[src/rtl/alu_seq_unit.sv]
// Execute-stage ALU with CCR: single-cycle ops have latency 1; MUL is an iterative shift-add, WIDTH cycles.
// in_ready drops while a multiply runs and is driven from FSM state only; in_valid offered while busy is ignored.
module alu_seq_unit #(
  parameter int WIDTH   = 16,
  parameter int SHAMT_W = 5,
  parameter int MUL_EN  = 1
) (
  input  logic               clk,
  input  logic               rst_n,
  input  logic               in_valid,
  output logic               in_ready,
  input  logic [3:0]         opcode,
  input  logic [WIDTH-1:0]   src,
  input  logic [WIDTH-1:0]   dst,
  input  logic [SHAMT_W-1:0] shamt,
  input  logic [WIDTH-1:0]   in_port,
  input  logic               ccr_load,
  input  logic [2:0]         ccr_in,
  output logic               out_valid,
  output logic [WIDTH-1:0]   result,
  output logic [2:0]         ccr,
  output logic               busy
);

  localparam logic [3:0] OP_NOP  = 4'd0;
  localparam logic [3:0] OP_MOV  = 4'd1;
  localparam logic [3:0] OP_ADD  = 4'd2;
  localparam logic [3:0] OP_SUB  = 4'd3;
  localparam logic [3:0] OP_NOT  = 4'd4;
  localparam logic [3:0] OP_INC  = 4'd5;
  localparam logic [3:0] OP_DEC  = 4'd6;
  localparam logic [3:0] OP_AND  = 4'd7;
  localparam logic [3:0] OP_OR   = 4'd8;
  localparam logic [3:0] OP_SHL  = 4'd9;
  localparam logic [3:0] OP_SHR  = 4'd10;
  localparam logic [3:0] OP_IN   = 4'd11;
  localparam logic [3:0] OP_LDM  = 4'd12;
  localparam logic [3:0] OP_SETC = 4'd13;
  localparam logic [3:0] OP_CLRC = 4'd14;
  localparam logic [3:0] OP_MUL  = 4'd15;

  localparam int CNT_W = $clog2(WIDTH);
  localparam logic [CNT_W-1:0] LAST_STEP = CNT_W'(WIDTH - 1);

  typedef enum logic {S_IDLE, S_MUL} state_t;

  state_t               r_state;
  logic [WIDTH-1:0]     r_result;
  logic [2:0]           r_ccr;
  logic                 r_out_valid;
  logic [2*WIDTH-1:0]   r_acc;
  logic [2*WIDTH-1:0]   r_mcand;
  logic [WIDTH-1:0]     r_mplier;
  logic [CNT_W-1:0]     r_cnt;

  logic [WIDTH:0]       w_sum;
  logic [WIDTH:0]       w_shl;
  logic [WIDTH:0]       w_shr;
  logic [WIDTH-1:0]     w_res;
  logic                 w_c;
  logic                 w_upd_zn;
  logic                 w_upd_c;
  logic                 w_out;
  logic                 w_is_mul;
  logic [2*WIDTH-1:0]   w_acc_nxt;

  assign in_ready  = (r_state == S_IDLE);
  assign busy      = (r_state == S_MUL);
  assign out_valid = r_out_valid;
  assign result    = r_result;
  assign ccr       = r_ccr;

  // The extra bit in the shift vectors catches the last bit shifted out; it is 0 once shamt exceeds WIDTH.
  assign w_shl     = {1'b0, dst} << shamt;
  assign w_shr     = {dst, 1'b0} >> shamt;
  assign w_acc_nxt = r_acc + (r_mplier[0] ? r_mcand : '0);

  always_comb begin
    w_sum    = '0;
    w_res    = r_result;
    w_c      = r_ccr[2];
    w_upd_zn = 1'b0;
    w_upd_c  = 1'b0;
    w_out    = 1'b0;
    w_is_mul = 1'b0;
    case (opcode)
      OP_MOV, OP_LDM: begin
        w_res = src;
        w_out = 1'b1;
      end
      OP_IN: begin
        w_res = in_port;
        w_out = 1'b1;
      end
      OP_ADD, OP_SUB, OP_INC, OP_DEC: begin
        case (opcode)
          OP_ADD:  w_sum = {1'b0, src} + {1'b0, dst};
          OP_SUB:  w_sum = {1'b0, src} - {1'b0, dst};
          OP_INC:  w_sum = {1'b0, dst} + {{WIDTH{1'b0}}, 1'b1};
          default: w_sum = {1'b0, dst} - {{WIDTH{1'b0}}, 1'b1};
        endcase
        w_res    = w_sum[WIDTH-1:0];
        w_c      = w_sum[WIDTH];
        w_upd_zn = 1'b1;
        w_upd_c  = 1'b1;
        w_out    = 1'b1;
      end
      OP_NOT, OP_AND, OP_OR: begin
        case (opcode)
          OP_NOT:  w_res = ~dst;
          OP_AND:  w_res = src & dst;
          default: w_res = src | dst;
        endcase
        w_upd_zn = 1'b1;
        w_out    = 1'b1;
      end
      OP_SHL, OP_SHR: begin
        w_upd_zn = 1'b1;
        w_out    = 1'b1;
        if (shamt == '0) begin
          w_res = dst;
        end else begin
          w_res   = (opcode == OP_SHL) ? w_shl[WIDTH-1:0] : w_shr[WIDTH:1];
          w_c     = (opcode == OP_SHL) ? w_shl[WIDTH] : w_shr[0];
          w_upd_c = 1'b1;
        end
      end
      OP_SETC, OP_CLRC: begin
        w_c     = (opcode == OP_SETC);
        w_upd_c = 1'b1;
        w_out   = 1'b1;
      end
      OP_MUL: w_is_mul = (MUL_EN != 0);
      default: w_out = 1'b0;
    endcase
  end

  always_ff @(posedge clk or negedge rst_n) begin
    if (!rst_n) begin
      r_state     <= S_IDLE;
      r_result    <= '0;
      r_ccr       <= '0;
      r_out_valid <= 1'b0;
      r_acc       <= '0;
      r_mcand     <= '0;
      r_mplier    <= '0;
      r_cnt       <= '0;
    end else begin
      r_out_valid <= 1'b0;
      case (r_state)
        S_IDLE: begin
          if (in_valid) begin
            if (w_is_mul) begin
              // The accepting edge already performs the first shift-add step.
              r_acc    <= dst[0] ? {{WIDTH{1'b0}}, src} : '0;
              r_mcand  <= {{WIDTH{1'b0}}, src} << 1;
              r_mplier <= dst >> 1;
              r_cnt    <= CNT_W'(1);
              r_state  <= S_MUL;
            end else begin
              if (w_out) begin
                r_result    <= w_res;
                r_out_valid <= 1'b1;
              end
              if (w_upd_zn) r_ccr[1:0] <= {w_res[WIDTH-1], (w_res == '0)};
              if (w_upd_c)  r_ccr[2]   <= w_c;
            end
          end
        end
        S_MUL: begin
          if (r_cnt == LAST_STEP) begin
            r_result    <= w_acc_nxt[WIDTH-1:0];
            r_out_valid <= 1'b1;
            r_ccr       <= {(w_acc_nxt[2*WIDTH-1:WIDTH] != '0), w_acc_nxt[WIDTH-1],
                            (w_acc_nxt[WIDTH-1:0] == '0)};
            r_state     <= S_IDLE;
          end else begin
            r_acc    <= w_acc_nxt;
            r_mcand  <= r_mcand << 1;
            r_mplier <= r_mplier >> 1;
            r_cnt    <= r_cnt + CNT_W'(1);
          end
        end
        default: r_state <= S_IDLE;
      endcase
      // Interrupt-return restore wins over any flag update on the same edge.
      if (ccr_load) r_ccr <= ccr_in;
    end
  end

endmodule

[config.mk]
export PLATFORM = sky130hd
export DESIGN_NAME = alu_seq_unit
export DESIGN_NICKNAME = d
export VERILOG_FILES = /design/src/rtl/alu_seq_unit.sv
export SDC_FILE = /design/constraint.sdc
export NUM_CORES = 1
export LEC_CHECK = 0
export ABC_CLOCK_PERIOD_IN_PS = 3800
export BUFFER_PORTS_ARGS = -buffer_cell sky130_fd_sc_hd__buf_2
export CAP_MARGIN = 10
export CELL_PAD_IN_SITES_DETAIL_PLACEMENT = 0
export CELL_PAD_IN_SITES_GLOBAL_PLACEMENT = 2
export CORE_MARGIN = 2
export CORE_UTILIZATION = 37
export DETAILED_ROUTE_END_ITERATION = 10
export GPL_ROUTABILITY_DRIVEN = 1
export PLACE_DENSITY_LB_ADDON = 0.1
export SLEW_MARGIN = 10
export SYNTH_ARGS = -nofsm -noshare
export SYNTH_HDL_FRONTEND = slang
export SYNTH_SLANG_ARGS = --single-unit
[constraint.sdc]
create_clock -name clk -period 3.8 [get_ports clk]
set_input_delay 0.76 -clock clk [delete_from_list [all_inputs] [get_ports clk]]
set_output_delay 0.76 -clock clk [all_outputs]
set_load 0.05 [all_outputs]
==> impl_metrics.toml <==
[detailed_routing]
detail_route.wl_per_cell_um = 22.86
drt_pass1_iterations = 8
dr.max_layer_used = "met5"
vias = 13120
wl_met2_um = 22980
m1WireLength_um = 24090
viasPerCell = 5.766
wl_met3_um = 3049
ant_nets = 0
drc = 0
drt_iter0_markers = 1047
routed_wirelength_um = 52010

[cells_and_area]
area_delta_synth_final_pct = 35.74
drive_gt1_frac = 0.3155
multiInputGateArea_um2 = 9284
n_antenna_cell = 0
finalNetCount = 2030
regArea_um2 = 2580
final_util = 0.5105
nFillCells = 3121

[clocking]
clk_pin_slew_ns = 0.07
cts_buffers = 9
clk_path_buf_depth = 2
clock-sinks = 103
cts_root_buf = "clkbuf_16"
insertion_delay_ns = 0.37
cts_tree = "built"
htree_levels = 3

[power_and_ir_drop]
power.leakage_nw = 7.472
p_per_area_nw_per_um2 = 556.9
pwr-share-clk = 0.121
switching_share = 0.4705
combPwrFrac = 0.655
p_switching_mw = 4.221
pwr-share-seq = 0.224
peakVddDrop_mv = 0.2764
finalPower_mw = 8.971
intPower_mw = 4.751

[critical_path]
cp-endpoint = "ccr[0]"
arrival_ns = 4.10
regToRegSetupSlack_ns = 0.14
r2r_start = "r_mplier[0]"
slowest_delay_ns = 0.51
cp_data_required_time_ns = 4.08
crit_slowest_cell = "or4b_4"
cp_max_fo = 7
r2r_end = "ccr[2]"
endpoint_kind = "flip-flop"
start_kind = "input port"
startpoint = "opcode[0]"
crit_type = "in -> reg"
reg2reg_depth = 16
path_cells = "buf_2, nand2b_4, or2_4, a21oi_4, buf_12, buf_12, nand2_1, ha_4, o21ai_1, nand3b_1, o21ai_1, a222oi_1, nand4_1, a31oi_1, nand2_1, o22a_1, or4b_4, o31ai_4"

[synthesis]
netlist_area_um2 = 11870
synth_edf_count = 0
synth.top_cell.area_share = 0.2172
synthArstFlopShare = 1.000
synthDistinctLibCells = 80
ys_seq_area_frac = 0.2172
synth.avg_cell_area_um2 = 7.695
synth_ff_type = "dfrtp_1"
ys_ff_latch = 103
synthTopCellsByArea = "dfrtp_1 (22%), ha_1 (10%), nand2_1 (6.5%)"
yosysWarnings = 0
synth_cells = 1542
yosysTopAreaCell = "dfrtp_1"
synthesis.nets = 1704
synth_commonest_cells = "nand2_1 (207), o21ai_0 (140), nor2_1 (127)"
yosysMostFrequentCell = "nand2_1"

[placement]
dp_hpwl_um = 41680
gp_congestion = 0.9540
io_buffers = 85

[job]
drv_cap = 0

[die]
top_level_ports = 86
die-area_um2 = 33520
dieWidth_um = 183.1
rows = 65
die_h_um = 183.1
core-area_um2 = 31560
initial_utilization = 0.3761

[sta]
slew_violations = 0
rsz0062_at_grt = "true"
clock_skew_ns = 0.01180
finalHoldViolCount = 0
slew-limit-headroom = 0.3724
tns_ns = -0.01562
timing.fmax_ghz = 0.2621
period_needed_ns = 3.816
min_period_over_period = 1.004
finalSetupViolCount = 1
tightest_slew_ns = 0.9379
fin_ws_ns = -0.01562

[grt]
grtUsageTotal = 0.3100
antenna_found_initial = 2
gr-total-overflow = 0
grt_pass1_wl_um = 78490
grt_pass1_vias = 12940
grt_max_degree = 84

[status]
failed_checks = "setup timing"
status = "finished with violations"

[worst_hold_path]
hold_path_class = "in -> async"
## power by group through the flow
stage	Combinational [mW]	Clock (mW)	Sequential [mW]
4_1_cts	5.58	1.11	1.98
2_1_floorplan	2.96	0	2.19
5_1_grt	6.39	1.15	2.06
3_3_place_gp	5.33	0	1.97
6_report	5.88	1.09	2.01
3_5_place_dp	5.36	0	1.99
## stage by stage
stage                     cell area [um2]  std cells  setup WS [ns]  hold WS (ns)
after floorplan                     12060       1542        -0.2764        0.4496
after global placement              15030       2241        -0.4042        0.4677
after detailed placement            15030       2241        -0.4809        0.4746
after CTS                           15660       2263     0.00001643        0.2769
after global routing                16110       2275        -0.1176        0.2870
final                               16110       2275       -0.01562        0.2843
## kinds of logic (layout without fill, tap and decap cells)
family,Yosys count,count (layout),synth area share
compound gates,508,508,0.2796
fa+ha+maj,98,98,0.1052
flops,103,103,0.2172
buf+inv,184,515,0.06316
simple gates,509,509,0.1970
xor+xnor,48,48,0.03543
mux,92,92,0.1024
## how the worst min path moves through the flow
stage	endpoint	slack [ns]	cells past startpoint
after global placement	r_mplier[11]	0.47	2
after CTS	r_acc[1]	0.28	1
final	r_acc[1]	0.28	1
after detailed placement	r_mplier[11]	0.47	2
after global routing	r_acc[1]	0.29	1
after floorplan	r_mplier[10]	0.45	2
## state kept, by name, indices dropped and copies added, names as in the netlist
signal and cells:
ccr 3, r_acc 32, result 16, r_mplier 15, r_mcand 31, busy 1, r_cnt 4, out_valid 1
## critical path, delay by kind of cell
family,cells,cell delay [ns]
AND/OR/NAND/NOR,7,1.34
AO/OA/AOI/OAI,7,1.32
buffers and inverters,3,0.36
adder cells (fa/ha/maj),1,0.30
## area by class of cell
class / count / area share
Clock buffer: 11 / 0.01445
Multi-Input combinational cell: 1255 / 0.5764
Sequential cell: 103 / 0.1602
Tap cell: 402 / 0.03123
Timing Repair Buffer: 430 / 0.1953
Inverter: 69 / 0.01608
Clock inverter: 5 / 0.006447
## metal layers
layer | up-vias | GRT usage
met5 | - | 0
met2 | 441 | 0.4779
met4 | 2 | 0.1245
met3 | 81 | 0.04666
li1 | 6278 | -
met1 | 6315 | 0.4350
## placed cells by master, fill, tap and decap left out, types with 14 or more instances in the layout
master and instances:
buf_4 333, nand2_1 198, o21ai_0 130, nor2_1 122, dfrtp_1 101, a21oi_1 100
buf_2 84, ha_1 75, inv_1 67, mux2i_1 60, and2_1 32, xnor2_1 32
nand3_1 29, a22o_1 29, a31oi_1 22, mux4_2 20, ha_4 19, o211ai_1 18
nor3_1 18, nand2b_1 16, xor2_1 15, a22oi_1 15, a21o_1 14
## what timing repair did
action                                  4_1_cts  5_1_grt
endpoints found under the setup margin        3        4
setup buffers                                 6       11
pin swaps                                    19       35
hold buffers                                  0        0
resized for setup                            47       64
cloned                                        0        1
No activity file was read; power rests on OpenSTA's default activity.
